### config.mk
export PLATFORM = sky130hd
export DESIGN_NAME = dds_ctrl
export DESIGN_NICKNAME = d
export VERILOG_FILES = /design/src/rtl/dds_pkg.sv /design/src/rtl/dds_drain_cnt.sv /design/src/rtl/dds_ctrl.sv
export SDC_FILE = /design/constraint.sdc
export NUM_CORES = 1
export LEC_CHECK = 0
export ABC_AREA = 1
export ABC_CLOCK_PERIOD_IN_PS = 1400
export CAP_MARGIN = 15
export CELL_PAD_IN_SITES_DETAIL_PLACEMENT = 1
export CELL_PAD_IN_SITES_GLOBAL_PLACEMENT = 1
export CORE_AREA = 2 2 140 101
export CTS_BUF_LIST = sky130_fd_sc_hd__clkbuf_8
export CTS_CLUSTER_DIAMETER = 150
export DETAILED_ROUTE_END_ITERATION = 16
export DIE_AREA = 0 0 142 103
export HOLD_SLACK_MARGIN = 0.03
export PLACE_DENSITY_LB_ADDON = 0.1
export SETUP_SLACK_MARGIN = 0.5
export SYNTH_ARGS = -nofsm -noshare
export SYNTH_HDL_FRONTEND = slang
export SYNTH_SLANG_ARGS = --single-unit
### constraint.sdc
create_clock -name clk -period 1.4 [get_ports clk]
set_input_delay 0.28 -clock clk [delete_from_list [all_inputs] [get_ports clk]]
set_output_delay 0.28 -clock clk [all_outputs]
set_load 0.01 [all_outputs]
### src/rtl/dds_pkg.sv
// Shared definitions for the DDS sequencer: default table/word geometry,
// pipeline drain latency and the sequencer state encoding.
package dds_pkg;

  localparam int DDS_DEPTH    = 64;  // coefficient table entries
  localparam int DDS_AW       = 6;   // table index width, DEPTH = 2**AW
  localparam int DDS_DW       = 48;  // coefficient word width
  localparam int DDS_FW       = 16;  // fcw / offset width
  localparam int DDS_PIPE_LAT = 8;   // CORDIC pipeline drain cycles

  typedef enum logic [1:0] {
    IDLE  = 2'd0,
    LOAD  = 2'd1,
    RUN   = 2'd2,
    DRAIN = 2'd3
  } dds_ctrl_state_t;

endpackage

### src/rtl/dds_drain_cnt.sv
// Pipeline drain down-counter. A load pulse presets the count; while enabled
// it counts down to zero and holds there. done is high at zero.
module dds_drain_cnt #(
  parameter int W        = 4,
  parameter int LOAD_VAL = 7
) (
  input  logic clk,
  input  logic reset,
  input  logic load,
  input  logic en,
  output logic done
);

  logic [W-1:0] cnt;

  // Preset on load, otherwise decrement while enabled and not yet at zero.
  always_ff @(posedge clk or negedge reset) begin
    if (!reset) begin
      cnt <= '0;
    end else if (load) begin
      cnt <= W'(LOAD_VAL);
    end else if (en && (cnt != '0)) begin
      cnt <= cnt - 1'b1;
    end
  end

  assign done = (cnt == '0);

endmodule

### src/rtl/dds_ctrl.sv
// Sequencer for the pipelined CORDIC sine generator: loads the coefficient
// table, enables the pipeline, applies fcw/offset retunes and drains the
// pipeline on stop. Every output is a flop.
// Optional build macro DDS_CTRL_CKSUM_EN adds an XOR checksum over the
// loaded image (ports ld_cksum / cksum_err); a mismatch keeps loaded low.
module dds_ctrl
  import dds_pkg::*;
#(
  parameter int DEPTH    = DDS_DEPTH,
  parameter int AW       = DDS_AW,
  parameter int DW       = DDS_DW,
  parameter int FW       = DDS_FW,
  parameter int PIPE_LAT = DDS_PIPE_LAT
) (
  input  logic          clk,
  input  logic          reset,
  input  logic          load_start,
  input  logic          ld_valid,
  input  logic [DW-1:0] ld_data,
  output logic          ld_ready,
  input  logic          run_req,
  input  logic          freq_valid,
  input  logic [FW-1:0] freq_fcw,
  input  logic [FW-1:0] freq_off,
  output logic          freq_ready,
  output logic          wen,
  output logic [AW-1:0] index_wri,
  output logic [DW-1:0] D,
  output logic          cen,
  output logic [FW-1:0] fcw,
  output logic [FW-1:0] offset,
  output logic          loaded,
  output logic          running,
`ifdef DDS_CTRL_CKSUM_EN
  input  logic [DW-1:0] ld_cksum,
  output logic          cksum_err,
`endif
  output logic          busy
);

  localparam int CW = $clog2(PIPE_LAT) + 1;

  dds_ctrl_state_t state;
  logic [AW-1:0]   wr_idx;
  logic            drain_load;
  logic            drain_done;
  logic            ld_fire;
  logic            last_word;
`ifdef DDS_CTRL_CKSUM_EN
  logic [DW-1:0]   cksum_acc;
`endif

  assign ld_fire    = ld_valid && ld_ready;
  assign last_word  = (wr_idx == AW'(DEPTH - 1));
  assign drain_load = (state == RUN) && !run_req;

  // Drain counter preset to PIPE_LAT-1 on entry so DRAIN lasts PIPE_LAT cycles.
  dds_drain_cnt #(
    .W        (CW),
    .LOAD_VAL (PIPE_LAT - 1)
  ) u_drain_cnt (
    .clk   (clk),
    .reset (reset),
    .load  (drain_load),
    .en    (state == DRAIN),
    .done  (drain_done)
  );

  // Sequencer FSM; status outputs are registered from the next state so they
  // line up with the state they describe.
  // NOTE: non-blocking (<=) throughout so every flop samples pre-edge values.
  always_ff @(posedge clk or negedge reset) begin
    if (!reset) begin
      state      <= IDLE;
      wr_idx     <= '0;
      wen        <= 1'b0;
      index_wri  <= '0;
      D          <= '0;
      cen        <= 1'b0;
      fcw        <= '0;
      offset     <= '0;
      loaded     <= 1'b0;
      running    <= 1'b0;
      busy       <= 1'b0;
      ld_ready   <= 1'b0;
      freq_ready <= 1'b0;
`ifdef DDS_CTRL_CKSUM_EN
      cksum_acc  <= '0;
      cksum_err  <= 1'b0;
`endif
    end else begin
      wen <= 1'b0;
      unique case (state)
        IDLE: begin
          if (load_start) begin
            state      <= LOAD;
            loaded     <= 1'b0;
            wr_idx     <= '0;
            ld_ready   <= 1'b1;
            busy       <= 1'b1;
            freq_ready <= 1'b0;
`ifdef DDS_CTRL_CKSUM_EN
            cksum_acc  <= '0;
            cksum_err  <= 1'b0;
`endif
          end else if (run_req && loaded) begin
            state      <= RUN;
            cen        <= 1'b1;
            running    <= 1'b1;
            freq_ready <= 1'b1;
          end else begin
            freq_ready <= 1'b1;
          end
        end
        LOAD: begin
          if (ld_fire) begin
            wen       <= 1'b1;
            D         <= ld_data;
            index_wri <= wr_idx;
            wr_idx    <= wr_idx + 1'b1;
`ifdef DDS_CTRL_CKSUM_EN
            cksum_acc <= cksum_acc ^ ld_data;
`endif
            if (last_word) begin
              state      <= IDLE;
              ld_ready   <= 1'b0;
              busy       <= 1'b0;
              freq_ready <= 1'b1;
`ifdef DDS_CTRL_CKSUM_EN
              if ((cksum_acc ^ ld_data) == ld_cksum) begin
                loaded <= 1'b1;
              end else begin
                cksum_err <= 1'b1;
              end
`else
              loaded     <= 1'b1;
`endif
            end
          end
        end
        RUN: begin
          if (!run_req) begin
            state      <= DRAIN;
            cen        <= 1'b0;
            running    <= 1'b0;
            busy       <= 1'b1;
            freq_ready <= 1'b0;
          end
        end
        DRAIN: begin
          if (drain_done) begin
            state      <= IDLE;
            busy       <= 1'b0;
            freq_ready <= 1'b1;
          end
        end
        default: state <= IDLE;
      endcase

      // fcw and offset share one enable so the generator never sees a half retune.
      if (freq_valid && freq_ready) begin
        fcw    <= freq_fcw;
        offset <= freq_off;
      end
    end
  end

endmodule

=== Word-level counts from Yosys, hierarchy flattened ===
Cells that the tools add are included.

* Logic and storage cells: 78
* Output and inout port bits: 93
* Bits in registers: 104

* Add/subtract/negate cells: 2
* Equal/unequal tests: 12
* Muxes and demuxes: 32
* Reductions and logical operators: 19

{| class="wikitable"
|+ Operators by type and width
! operator !! number
|-
| $mux 1 || 15
|-
| $ne 2x2->1 const B || 7
|-
| $mux 2 || 6
|-
| $mux 6 || 2
|-
| $pmux 6 s2 || 1
|-
| $reduce_and 4->1 || 3
|-
| $reduce_and 5->1 || 2
|-
| $mux 4 || 2
|-
| $pmux 1 s4 || 2
|-
| $pmux 2 s4 || 1
|-
| $add 6x1->6 const B || 1
|-
| $eq 6x6->1 const B || 1
|-
| $pmux 1 s2 || 3
|-
| $reduce_bool 2->1 || 3
|-
| $logic_and 1x1->1 || 5
|-
| $eq 2x2->1 const B || 2
|-
| $logic_not 4->1 || 1
|-
| $reduce_bool 4->1 || 1
|-
| $sub 4x1->4 const B || 1
|-
| $ne 3x3->1 const B || 1
|-
| $reduce_and 3->1 || 1
|-
| $eq 2x1->1 const B || 1
|-
| $logic_not 2->1 || 1
|-
| $reduce_and 2->1 || 1
|-
| $logic_not 1->1 || 1
|}

=== Longest topological paths before layout ===
Gate-level depths: netlist of run 1.

* Depth in word-level cells: 4
* Mapped depth: 8
* Depth with buffers taken out: 8

=== Cells and area by module ===
A second synthesis of run 1 with hierarchy kept.

* Cell total of the unflattened synthesis: 428
* Area total of the unflattened synthesis: 4247.8 µm²

{| class="wikitable"
|+ By module, submodules not included
! module !! cells each !! sequential area each (µm²) !! times used !! area each (µm²)
|-
| dds_ctrl || 394 || 2502.4 || 1 || 3987.6
|-
| dds_drain_cnt || 34 || 100.1 || 1 || 260.2
|}

=== Worst setup path after synthesis of run 1 ===
Ideal clock, no wire load.

* Path type: flip-flop to flip-flop
* From: register wr_idx[0]
* To: register freq_ready
* Slack: 0.172 ns
* Path buffers: 0
* Data arrival time: 1.102 ns
* Stages on the path, launching flop included: 9
* Period minus slack after synthesis: 1.228 ns
* Cells stage by stage: dfrtp_1 -> ha_1 -> nand3_1 -> nor2_1 -> nand2_1 -> nand2_1 -> nand2_1 -> nand2_1 -> o21ai_0

* Longest elaborated chain between the ends: 3

{| class="wikitable"
|+ Ends and longest elaborated chain
! item !! line !! RTL
|-
| from (decl) || dds_ctrl.sv:44 || <nowiki>logic [AW-1:0] wr_idx;</nowiki>
|-
| from (signal assigned) || dds_ctrl.sv:120 || <nowiki>wr_idx <= wr_idx + 1'b1;</nowiki>
|-
| $eq 6x6->1 || dds_ctrl.sv:54 || <nowiki>assign last_word = (wr_idx == AW'(DEPTH - 1));</nowiki>
|-
| $ne 2x2->1 (no line) || n/a ||
|-
| $reduce_and 4->1 (no line) || n/a ||
|-
| to (signal assigned) || dds_ctrl.sv:86 || <nowiki>freq_ready <= 1'b0;</nowiki>
|-
| to (signal assigned) || dds_ctrl.sv:101 || <nowiki>freq_ready <= 1'b0;</nowiki>
|-
| to (signal assigned) || dds_ctrl.sv:110 || <nowiki>freq_ready <= 1'b1;</nowiki>
|-
| to (decl) || dds_ctrl.sv:25 || <nowiki>output logic freq_ready,</nowiki>
|}

No other way between the ends.
A chain may end at the register's enable or synchronous reset.

=== Worst setup path in the final report of run 1 ===
* From: register state[0]
* To: register D[7]

* Longest elaborated chain between the ends: 2

{| class="wikitable"
|+ Ends and longest elaborated chain
! item !! line !! RTL
|-
| from (decl) || dds_ctrl.sv:43 || <nowiki>dds_ctrl_state_t state;</nowiki>
|-
| from (signal assigned) || dds_ctrl.sv:74 || <nowiki>state <= IDLE;</nowiki>
|-
| from (signal assigned) || dds_ctrl.sv:96 || <nowiki>state <= LOAD;</nowiki>
|-
| from (signal assigned) || dds_ctrl.sv:107 || <nowiki>state <= RUN;</nowiki>
|-
| $eq 2x1->1 || dds_ctrl.sv:93 || <nowiki>unique case (state)</nowiki>
|-
| $reduce_and 2->1 (no line) || n/a ||
|-
| to (signal assigned) || dds_ctrl.sv:118 || <nowiki>D <= ld_data;</nowiki>
|-
| to (decl) || dds_ctrl.sv:28 || <nowiki>output logic [DW-1:0] D,</nowiki>
|}

No other way between the ends.

==> qor.yml, run 1 <==
status: "completed"
slew_headroom_pct: 81.0
synth_seq_cells: 104
syn_nets: 497
power_density_nw_per_um2: 2080
synthFlopType: "dfrtp_1"
vias: 3960
wl_per_cell_um: 17.0
drv_slew: 0
die_width_um: 142
setup_tns_ns: 0
p_total_mw: 16.0
grt_most_used_layer: "met2"
drcViolationCount: 0
final-setup-viol-count: 0
drtPass1Iterations: 4
yosysTopAreaCellShare_pct: 62.7
yosysMostFrequentCell: "nand2_1"
crit_type: "reg2reg"
wl_um: 14800
ant_nets: 0
reg2regPathDepth: 8
use_met2_pct: 31.4
area_delta_synth_final_pct: 84.7
htreeDepth: 3
numCtsBuffers: 9
stdcell_count: 873
avgSynthCellArea_um2: 10.1
grt.overflow.total: 0
via_per_inst: 4.54
synth_sequential_area_ratio_pct: 62.7
clk_pin_slew_ns: 0.10
ys_types: 24
worst_pin_slew_ns: 0.285
peakVddDrop_v: 0.000925
netlist_area_um2: 4150
num_rows: 36
start_kind: "register"
maxCapViolCount: 0
die_h_um: 103
fin_crit_sh_pct: 93.3
fin_skew_ns: 0.00964
cts_buffer_depth: 2
hold_viol_final: 0
port_buffers: 178
grt_pass1_vias: 4025
yosysWarnings: 0
core_area_um2: 13500
power.leakage_nw: 4.00
fmax_mhz: 766
dp_hpwl_um: 8850
gr-usage-met1_pct: 25.1
ys_top_cells_by_count: "186 x nand2_1, 104 x dfrtp_1, 32 x mux2_2"
required_ns: 1.71
grt_pass1_wl_um: 21100
endpoint_kind: "register"
critPathMaxStageDelay_ns: 0.40
synthTopCellsByArea: "dfrtp_1 63%, nand2_1 17%, mux2_2 8.7%"
crit_chain: "inv_2, nor2_4, nand2_8, inv_12, buf_12, buf_16, nand2_2, nand2_1"
grt_util_all_layers_pct: 18.7
synthesis.instances: 409
cp.arrival_ns: 1.61
synth_edf_count: 0
io_pins: 179
place_congestion: 0.759
antennaDiodeCount: 0
path_max_fanout: 7
cts_root_buf: "clkbuf_8"
initial_core_util_pct: 30.8
yosysTopAreaCell: "dfrtp_1"
cts_tree: "yes"
grt_max_degree: 42
crit_slowest_cell: "dfrtp_1"
cts_sinks: 104
rsz0062_at_grt: "yes"
min_period_ns: 1.31
antenna_found_initial: 0
placed_cells: 760
hp-class: "in2async"
drive_above_1_share_pct: 46.7
async_reset_ff_share_pct: 100
nets: 785
use_met3_pct: 4.23
insertion_delay_ns: 0.37
die_area_um2: 14600
drtIter0Drc: 132
## power by group
part           internal [mW]  switching, mW
sequential              4.36          0.879
clock                  0.816           1.05
combinational           5.01           3.85
## worst max-delay path: cells and delay by family, from the launching register on
kind | cells | cell delay [ns]
buf+inv | 4 | 0.44
flops | 1 | 0.40
simple gates | 4 | 0.37
## worst paths after layout
| path | startpoint | slack (ns) | end |
|---|---|---|---|
| max in group asynchronous | reset | 0.66 | offset[0] |
| worst max register to register | state[0] | 0.09 | D[7] |
| worst min-delay path | reset | 0.26 | fcw[2] |
| worst min register to register | D[4] | 0.48 | D[4] |
| min in group clk | ld_data[4] | 0.45 | D[4] |
| worst max-delay path | state[0] | 0.09 | D[7] |
## logic make-up after synthesis
family          synth area share (%)
simple gates                    20.9
flops                           62.7
xor+xnor                       0.422
mux                             8.69
compound gates                  2.38
fa+ha+maj                      0.603
buf+inv                         4.28
## registers in the layout, summed over array words and instances, names as in the netlist, 2 cells and up
signal / flops
D: 48
fcw: 16
index_wri: 6
offset: 16
state: 2
u_drain_cnt.cnt: 4
wr_idx: 6
## per-layer routing
layer,part of all wire (%),wire length (µm)
met2,49,7260
met3,4.4,654
met5,0,0
met4,1.4,206
met1,45,6690
## placed cells by master (no fill, tap or decap), types with 2 or more instances in the layout
cell type	n
nand3_2	7
inv_4	3
o21ai_1	9
nor2_4	5
nand2_4	19
nor2_2	2
xor2_1	2
buf_16	7
buf_4	86
inv_2	3
dfrtp_1	103
buf_12	10
nand2_2	24
nand2_8	3
nand4_1	5
clkinv_4	2
o21ai_2	2
clkbuf_8	9
a21oi_1	2
buf_2	55
clkinv_2	2
inv_1	13
buf_6	48
nor2_1	8
clkdlybuf4s50_1	84
ha_4	2
mux2_4	32
nand2_1	144
## final cells by class
type / count / area [µm²]
Fill cell: 1462 / 5800
Timing Repair Buffer: 291 / 2710
Clock inverter: 7 / 65.1
Tap cell: 171 / 214
Multi-Input combinational cell: 273 / 1860
Sequential cell: 104 / 2600
Clock buffer: 9 / 124
Inverter: 18 / 87.6
## metrics by stage
step / utilization, % / cell area (µm²) / worst slack, ns / hold slack (ns)
after floorplan: - / 4240 / 0.206 / -0.0156
after global placement: 46.7 / 6290 / -0.143 / 0.113
after detailed placement: 46.7 / 6290 / -0.157 / 0.115
after CTS: 51.3 / 6910 / 0.0994 / 0.247
after global routing: 56.9 / 7660 / 0.00971 / 0.255
final: 56.9 / 7660 / 0.0943 / 0.263
## timing repair
item / in CTS / in global routing
setup endpoints to repair: 197 / 224
hold buffers: 1 / 0
pin swaps: 8 / 32
hold endpoints to repair: 77 / 0
gates resized for setup: 450 / 113
setup buffers: 48 / 40
cloned: 8 / 0
No activity file was read; power rests on OpenSTA's default activity.
==> inputs of run 2 (changes only) <==
- CELL_PAD_IN_SITES_DETAIL_PLACEMENT: 1 -> unset
- CELL_PAD_IN_SITES_GLOBAL_PLACEMENT: 1 -> unset
- CORE_AREA: 2 2 140 101 -> 2 2 120 87
- DIE_AREA: 0 0 142 103 -> 0 0 122 89
- MAX_ROUTING_LAYER: unset -> met4
- PLACE_DENSITY: unset -> 0.81
- PLACE_DENSITY_LB_ADDON: 0.1 -> unset
- REMOVE_ABC_BUFFERS: unset -> 1
==> run 2 against run 1 <==
Effect of this change:
- the run now ends with negative hold slack left
- power shrank 8.9%
- clock skew grew 0.0071 ns
- worst setup slack got worse by 0.088 ns
- sequential power hardly changed
- first-iteration DRC count increased by 58%
- via count down 0.88%
- critical endpoint is now D[23]
- largest cell class is now flip-flops and latches
- largest power group unchanged
==> qor.yml, run 2 (synthesis gave the netlist of run 1 again) <==
drive_above_1_share_pct: 41.3  # was 46.7%
cts_buffer_depth: 2  # unchanged
violations: "negative hold slack"
power.share.switching_pct: 37.0  # was 36.2%
setup_slack_ns: 0.00622  # was 0.0943 ns
drtPass1Iterations: 5  # was 4
power_density_nw_per_um2: 2090  # was 2080 nW/µm²
required_ns: 1.64  # was 1.71 ns
p_total_mw: 14.5  # was 16.0 mW
cp.arrival_ns: 1.64  # was 1.61 ns
regMostFlops: "D"  # unchanged
layout_commonest_cell: "nand2_1"  # unchanged
maxCapViolCount: 0  # unchanged
hp-class: "in2async"  # unchanged
fill_cells: 631  # was 1462
antenna_found_initial: 0  # unchanged
initial_core_util_pct: 43.3  # was 30.8%
reg.largest.list: "D (48), fcw (16), offset (16)"  # unchanged
path_max_fanout: 15  # was 7
fin_crit_sh_pct: 99.6  # was 93.3%
clk_pin_slew_ns: 0.11  # was 0.10 ns
grt.overflow.total: 0  # unchanged
power_frac_comb_pct: 51.7  # was 55.5%
power.leakage_nw: 3.55  # was 4.00 nW
rsz0062_at_grt: "yes"  # unchanged
area_delta_synth_final_pct: 67.5  # was 84.7%
die_area_um2: 10900  # was 14600 µm²
port_buffers: 178  # unchanged
fmax_mhz: 717  # was 766 MHz
drtIter0Drc: 208  # was 132
drv_slew: 0  # unchanged
place_congestion: 0.818  # was 0.759
cts_root_buf: "clkbuf_8"  # unchanged
worst_pin_slew_ns: 0.573  # was 0.285 ns
switchingPower_mw: 5.39  # was 5.78 mW
pre_cts_ws_ns: -0.171  # was -0.157 ns
pwr-share-seq_pct: 36.2  # was 32.8%
cp-startpoint: "state[0]"  # unchanged
insertion_delay_ns: 0.37  # about the same
core_area_um2: 9570  # was 13500 µm²
rr_endpoint: "D[23]"  # was D[7]
vias: 3925  # was 3960
grt_util_all_layers_pct: 21.5  # was 18.7%
die_width_um: 122  # was 142 µm
ant_nets: 0  # unchanged
htreeDepth: 3  # unchanged
io_pins: 179  # unchanged
hold_viol_final: 40  # was 0
dp_hpwl_um: 7960  # was 8850 µm
cts_tree: "yes"  # unchanged
start_kind: "register"  # unchanged
largest_reg_flops: 48  # unchanged
num_rows: 30  # was 36
cts_sinks: 104  # unchanged
die_h_um: 89  # was 103 µm
holdWs_ns: -0.0609  # was 0.263 ns
grt_max_degree: 105  # was 42
reg2reg_from: "state[0]"  # unchanged
slew_headroom_pct: 61.8  # was 81.0%
r2r_slack_ns: 0.006  # was 0.09 ns
crit_type: "reg2reg"  # unchanged
grt_pass1_vias: 3638  # was 4025
endpoint_kind: "register"  # unchanged
antennaDiodeCount: 0  # unchanged
drcViolationCount: 0  # unchanged
reg2regPathDepth: 7  # was 8
wl_um: 13200  # was 14800 µm
via_per_inst: 4.92  # was 4.54
grt_pass1_wl_um: 17500  # was 21100 µm
numCtsBuffers: 9  # unchanged
fin_skew_ns: 0.0167  # was 0.00964 ns
peakVddDrop_v: 0.00112  # was 0.000925 V
crit_end: "D[23]"  # was D[7]
final-setup-viol-count: 0  # unchanged
mostFrequentLayoutCells: "158 x nand2_1, 102 x dfrtp_1, 84 x clkdlybuf4s50_1, 67 x buf_4, 55 x buf_2"  # was 144 x nand2_1, 103 x dfrtp_1, 86 x buf_4, 84 x clkdlybuf4s50_1, 55 x buf_2
p_int_mw: 9.15  # was 10.2 mW
min_period_ns: 1.39  # was 1.31 ns
wl_per_cell_um: 16.5  # was 17.0 µm
nets: 753  # was 785
p_clk_share_pct: 12.1  # was 11.7%
status: "finished, violations left"  # was completed
run 2: cell count changes in the layout (fill, tap and decap cells not counted), sizes merged:
cell,before,now
buf,206,170
clkbuf,9,16
clkinv,4,2
clkinvlp,0,2
bufinv,1,0
dlygate4sd3,1,0
nand2,190,189
run 2: area by class of cell:
type	instances	area [µm²]	share of cell area (%)
clock inverters	6	45.0	0.648
well taps	128	160	2.30
clock buffers	10	138	1.98
flip-flops and latches	104	2610	37.5
repair buffers	260	2370	34.1
inverters	18	77.6	1.12
multi-input cells	272	1560	22.4
run 2: worst min path at each step:
stage / startpoint / endpoint / cells past startpoint
finish: reset / busy / 2
global route: reset / busy / 2
CTS: reset / running / 2
detailed placement: reset / offset[5] / 2
global placement: reset / fcw[12] / 2
floorplan: reset / D[0] / 0
run 2: power groups by stage:
stage	clock network, mW	registers, mW	logic, mW
2_1_floorplan	0	5.68	1.98
3_3_place_gp	0	5.09	6.09
3_5_place_dp	0	5.17	6.26
4_1_cts	1.82	5.08	6.05
5_1_grt	1.95	5.39	8.07
6_report	1.76	5.26	7.51
run 2: routing by layer:
layer | part of all wire (%) | track usage [%] | up-vias
met3 | 8.8 | 7.14 | 30
met5 | 0 | - | -
met4 | 2.2 | 6.37 | 0
met1 | 40 | 25.8 | 1897
li1 | - | - | 1801
met2 | 49 | 34.9 | 197
run 2: what timing repair did:
item	CTS	global route
cloned	1	6
pin swaps	4	19
buffers inserted	30	27
endpoints found under the setup margin	197	197
endpoints found under the hold margin	104	101
gates resized for setup	404	86
run 2: worst max-delay path, cell delays in order, from the launching register on:
cell and delay (ns):
dfrtp_2 0.45, inv_4 0.07, nor2_4 0.15, nand2_4 0.11, buf_12 0.17, buf_12 0.15
nand2_1 0.06, nand2_1 0.09
run 2: through the flow:
| stage | cell area (µm²) | std cells | setup TNS [ns] | utilization, % |
|---|---|---|---|---|
| after global placement | 6180 | 718 | -9.24 | 64.5 |
| after floorplan | 4040 | 394 | -33.29 | - |
| final | 6950 | 798 | 0 | 72.6 |
| after CTS | 6310 | 765 | 0 | 65.9 |
| after global routing | 6950 | 798 | -0.109 | 72.6 |
| after detailed placement | 6180 | 718 | -10.85 | 64.5 |
==> inputs of run 3 (changes only) <==
- CELL_PAD_IN_SITES_DETAIL_PLACEMENT: unset -> 0
- CELL_PAD_IN_SITES_GLOBAL_PLACEMENT: unset -> 1
- CORE_AREA: 2 2 120 87 -> 2 2 140 101
- DIE_AREA: 0 0 122 89 -> 0 0 142 103
- PLACE_DENSITY: 0.81 -> unset
- PLACE_DENSITY_LB_ADDON: unset -> 0.1
- SLEW_MARGIN: unset -> 20
==> run 3 against run 2 <==
Effect of this change:
- the flow still finishes with violations (negative hold slack)
- maximum frequency grew 7.1%
- register-to-register slack gained 0.09 ns
- largest cell class unchanged
- combinational power shrank 7.1%
- sequential power down 2%
- sequential cell count unchanged
- largest power group unchanged
==> qor.yml, run 3 (synthesis gave the netlist of run 1 again) <==
fin_skew_ns: 0.0130  # was 0.0167 ns
area_delta_synth_final_pct: 67.6  # was 67.5%
io_pins: 179  # unchanged
critPathTopFamily: "flip-flops"  # unchanged
fmax_mhz: 768  # was 717 MHz
final-setup-viol-count: 0  # unchanged
stdcell_count: 825  # was 798
setup_tns_ns: 0  # unchanged
nets: 737  # was 753
mostFrequentLayoutCells: "167 x nand2_1, 103 x dfrtp_1, 84 x clkdlybuf4s50_1, 58 x buf_2, 45 x buf_4"  # was 158 x nand2_1, 102 x dfrtp_1, 84 x clkdlybuf4s50_1, 67 x buf_4, 55 x buf_2
power.share.switching_pct: 36.0  # was 37.0%
cts_sinks: 104  # unchanged
crit_top_cell: "nand2_1"
die_area_um2: 14600  # was 10900 µm²
fill_cells: 1250  # was 631
drtIter0Drc: 114  # was 208
p_clk_share_pct: 13.8  # was 12.1%
p_int_mw: 9.03  # was 9.15 mW
hp-class: "in2async"  # unchanged
die_h_um: 103  # was 89 µm
grt.overflow.total: 0  # unchanged
antennaDiodeCount: 0  # unchanged
rsz0062_at_grt: "yes"  # unchanged
crit_slowest_cell: "dfrtp_1"  # was dfrtp_2
hold_viol_final: 17  # was 40
die_width_um: 142  # was 122 µm
power_frac_comb_pct: 49.5  # was 51.7%
rr_endpoint: "state[0]"  # was D[23]
cts_buffer_depth: 2  # unchanged
grt_max_degree: 41  # was 105
via_per_inst: 4.43  # was 4.92
layout_commonest_cell: "nand2_1"  # unchanged
drtPass1Iterations: 4  # was 5
dp_hpwl_um: 7890  # was 7960 µm
port_buffers: 178  # unchanged
cts_tree: "yes"  # unchanged
maxCapViolCount: 0  # unchanged
worst_pin_slew_ns: 0.310  # was 0.573 ns
endpoint_kind: "register"  # unchanged
peakVddDrop_v: 0.00100  # was 0.00112 V
grt_pass1_vias: 3519  # was 3638
cp.arrival_ns: 1.55  # was 1.64 ns
placed_cells: 763  # was 718
wl_um: 12400  # was 13200 µm
fin_util_pct: 51.6  # was 72.6%
r2r_slack_ns: 0.1  # was 0.006 ns
initial_core_util_pct: 30.8  # was 43.3%
drv_slew: 0  # unchanged
gr-usage-met1_pct: 22.2  # was 25.8%
min_period_ns: 1.30  # was 1.39 ns
reg.largest.list: "D (48), fcw (16), offset (16)"  # unchanged
path_max_fanout: 6  # was 15
p_total_mw: 14.1  # was 14.5 mW
start_kind: "register"  # unchanged
htreeDepth: 3  # unchanged
wl_per_cell_um: 15.0  # was 16.5 µm
critPathMaxStageDelay_ns: 0.41  # was 0.45 ns
grt_most_used_layer: "met2"  # unchanged
numCtsBuffers: 9  # unchanged
cts_root_buf: "clkbuf_8"  # unchanged
critPathBufInv: 1  # was 3
slew_headroom_pct: 79.3  # was 61.8%
regMostFlops: "D"  # unchanged
grt_pass1_wl_um: 18200  # was 17500 µm
grt_util_all_layers_pct: 16.5  # was 21.5%
place_congestion: 0.747  # was 0.818
use_met3_pct: 5.85  # was 7.14%
required_ns: 1.65  # was 1.64 ns
insertion_delay_ns: 0.36  # was 0.37 ns
power_density_nw_per_um2: 2030  # was 2090 nW/µm²
reg2reg_from: "u_drain_cnt.cnt[1]"  # was state[0]
crit_type: "reg2reg"  # unchanged
crit_chain: "inv_1, ha_2, nand2_2, a21oi_4, nand3_2, nand2_1, nand2_1"  # was inv_4, nor2_4, nand2_4, buf_12, buf_12, nand2_1, nand2_1
reg2regPathDepth: 7  # unchanged
clk_pin_slew_ns: 0.11  # about the same
drcViolationCount: 0  # unchanged
num_rows: 36  # was 30
vias: 3654  # was 3925
power.leakage_nw: 3.50  # was 3.55 nW
pwr-share-seq_pct: 36.7  # was 36.2%
violations: "negative hold slack"  # unchanged
holdWs_ns: -0.212  # was -0.0609 ns
fin_crit_sh_pct: 93.0  # was 99.6%
switchingPower_mw: 5.07  # was 5.39 mW
use_met2_pct: 23.9  # was 34.9%
largest_reg_flops: 48  # unchanged
ant_nets: 0  # unchanged
core_area_um2: 13500  # was 9570 µm²
status: "finished, violations left"  # unchanged
antenna_found_initial: 0  # unchanged
drive_above_1_share_pct: 38.7  # was 41.3%
-- run 3: layout make-up --
class | count | area [µm²] | area share [%]
timing repair buffer | 243 | 2270 | 32.7
sequential | 104 | 2600 | 37.4
clock inverter | 6 | 67.6 | 0.972
inverter | 18 | 75.1 | 1.08
clock buffer | 10 | 138 | 1.98
tap | 171 | 214 | 3.08
multi-input combinational | 273 | 1580 | 22.7
-- run 3: how the worst max path moves through the flow --
stage	endpoint	cells past startpoint	start
CTS	freq_ready	8	wr_idx[0]
global placement	D[39]	7	ld_valid
finish	state[0]	7	u_drain_cnt.cnt[1]
detailed placement	D[12]	7	ld_valid
global route	u_drain_cnt.cnt[3]	7	state[0]
floorplan	wr_idx[3]	6	state[1]
-- run 3: layer usage --
layer	up-vias	wire length (µm)	part of all wire (%)
met2	127	5600	45
li1	1770	-	-
met5	-	0	0
met3	7	989	8.0
met1	1750	5730	46
met4	0	47	0.38
-- run 3: what timing repair did --
item                       CTS  global route
gates resized for setup    433            51
setup buffers               19            18
gates cloned                 3             6
setup endpoints to repair  197           197
hold endpoints to repair    17            17
pin swaps                   10            14
-- run 3: through the flow --
step | area [µm²] | setup WS, ns
2_1_floorplan | 4040 | -0.654
3_3_place_gp | 6240 | -0.153
3_5_place_dp | 6240 | -0.185
4_1_cts | 6490 | 0.0976
5_1_grt | 6950 | -0.00175
6_report | 6950 | 0.0981
-- run 3: power by group through the flow --
stage	Sequential, mW	Combinational, mW	Clock [mW]
final	5.18	6.98	1.94
after global routing	5.35	7.66	2.17
after CTS	5.11	6.15	2.04
after detailed placement	5.13	6.27	0
after global placement	5.09	6.20	0
after floorplan	5.68	1.98	0
-- run 3: worst reg2reg max path, stage by stage, from the launching register on --
cell	delay [ns]
dfrtp_1	0.41
inv_1	0.06
ha_2	0.18
nand2_2	0.08
a21oi_4	0.24
nand3_2	0.11
nand2_1	0.07
nand2_1	0.04
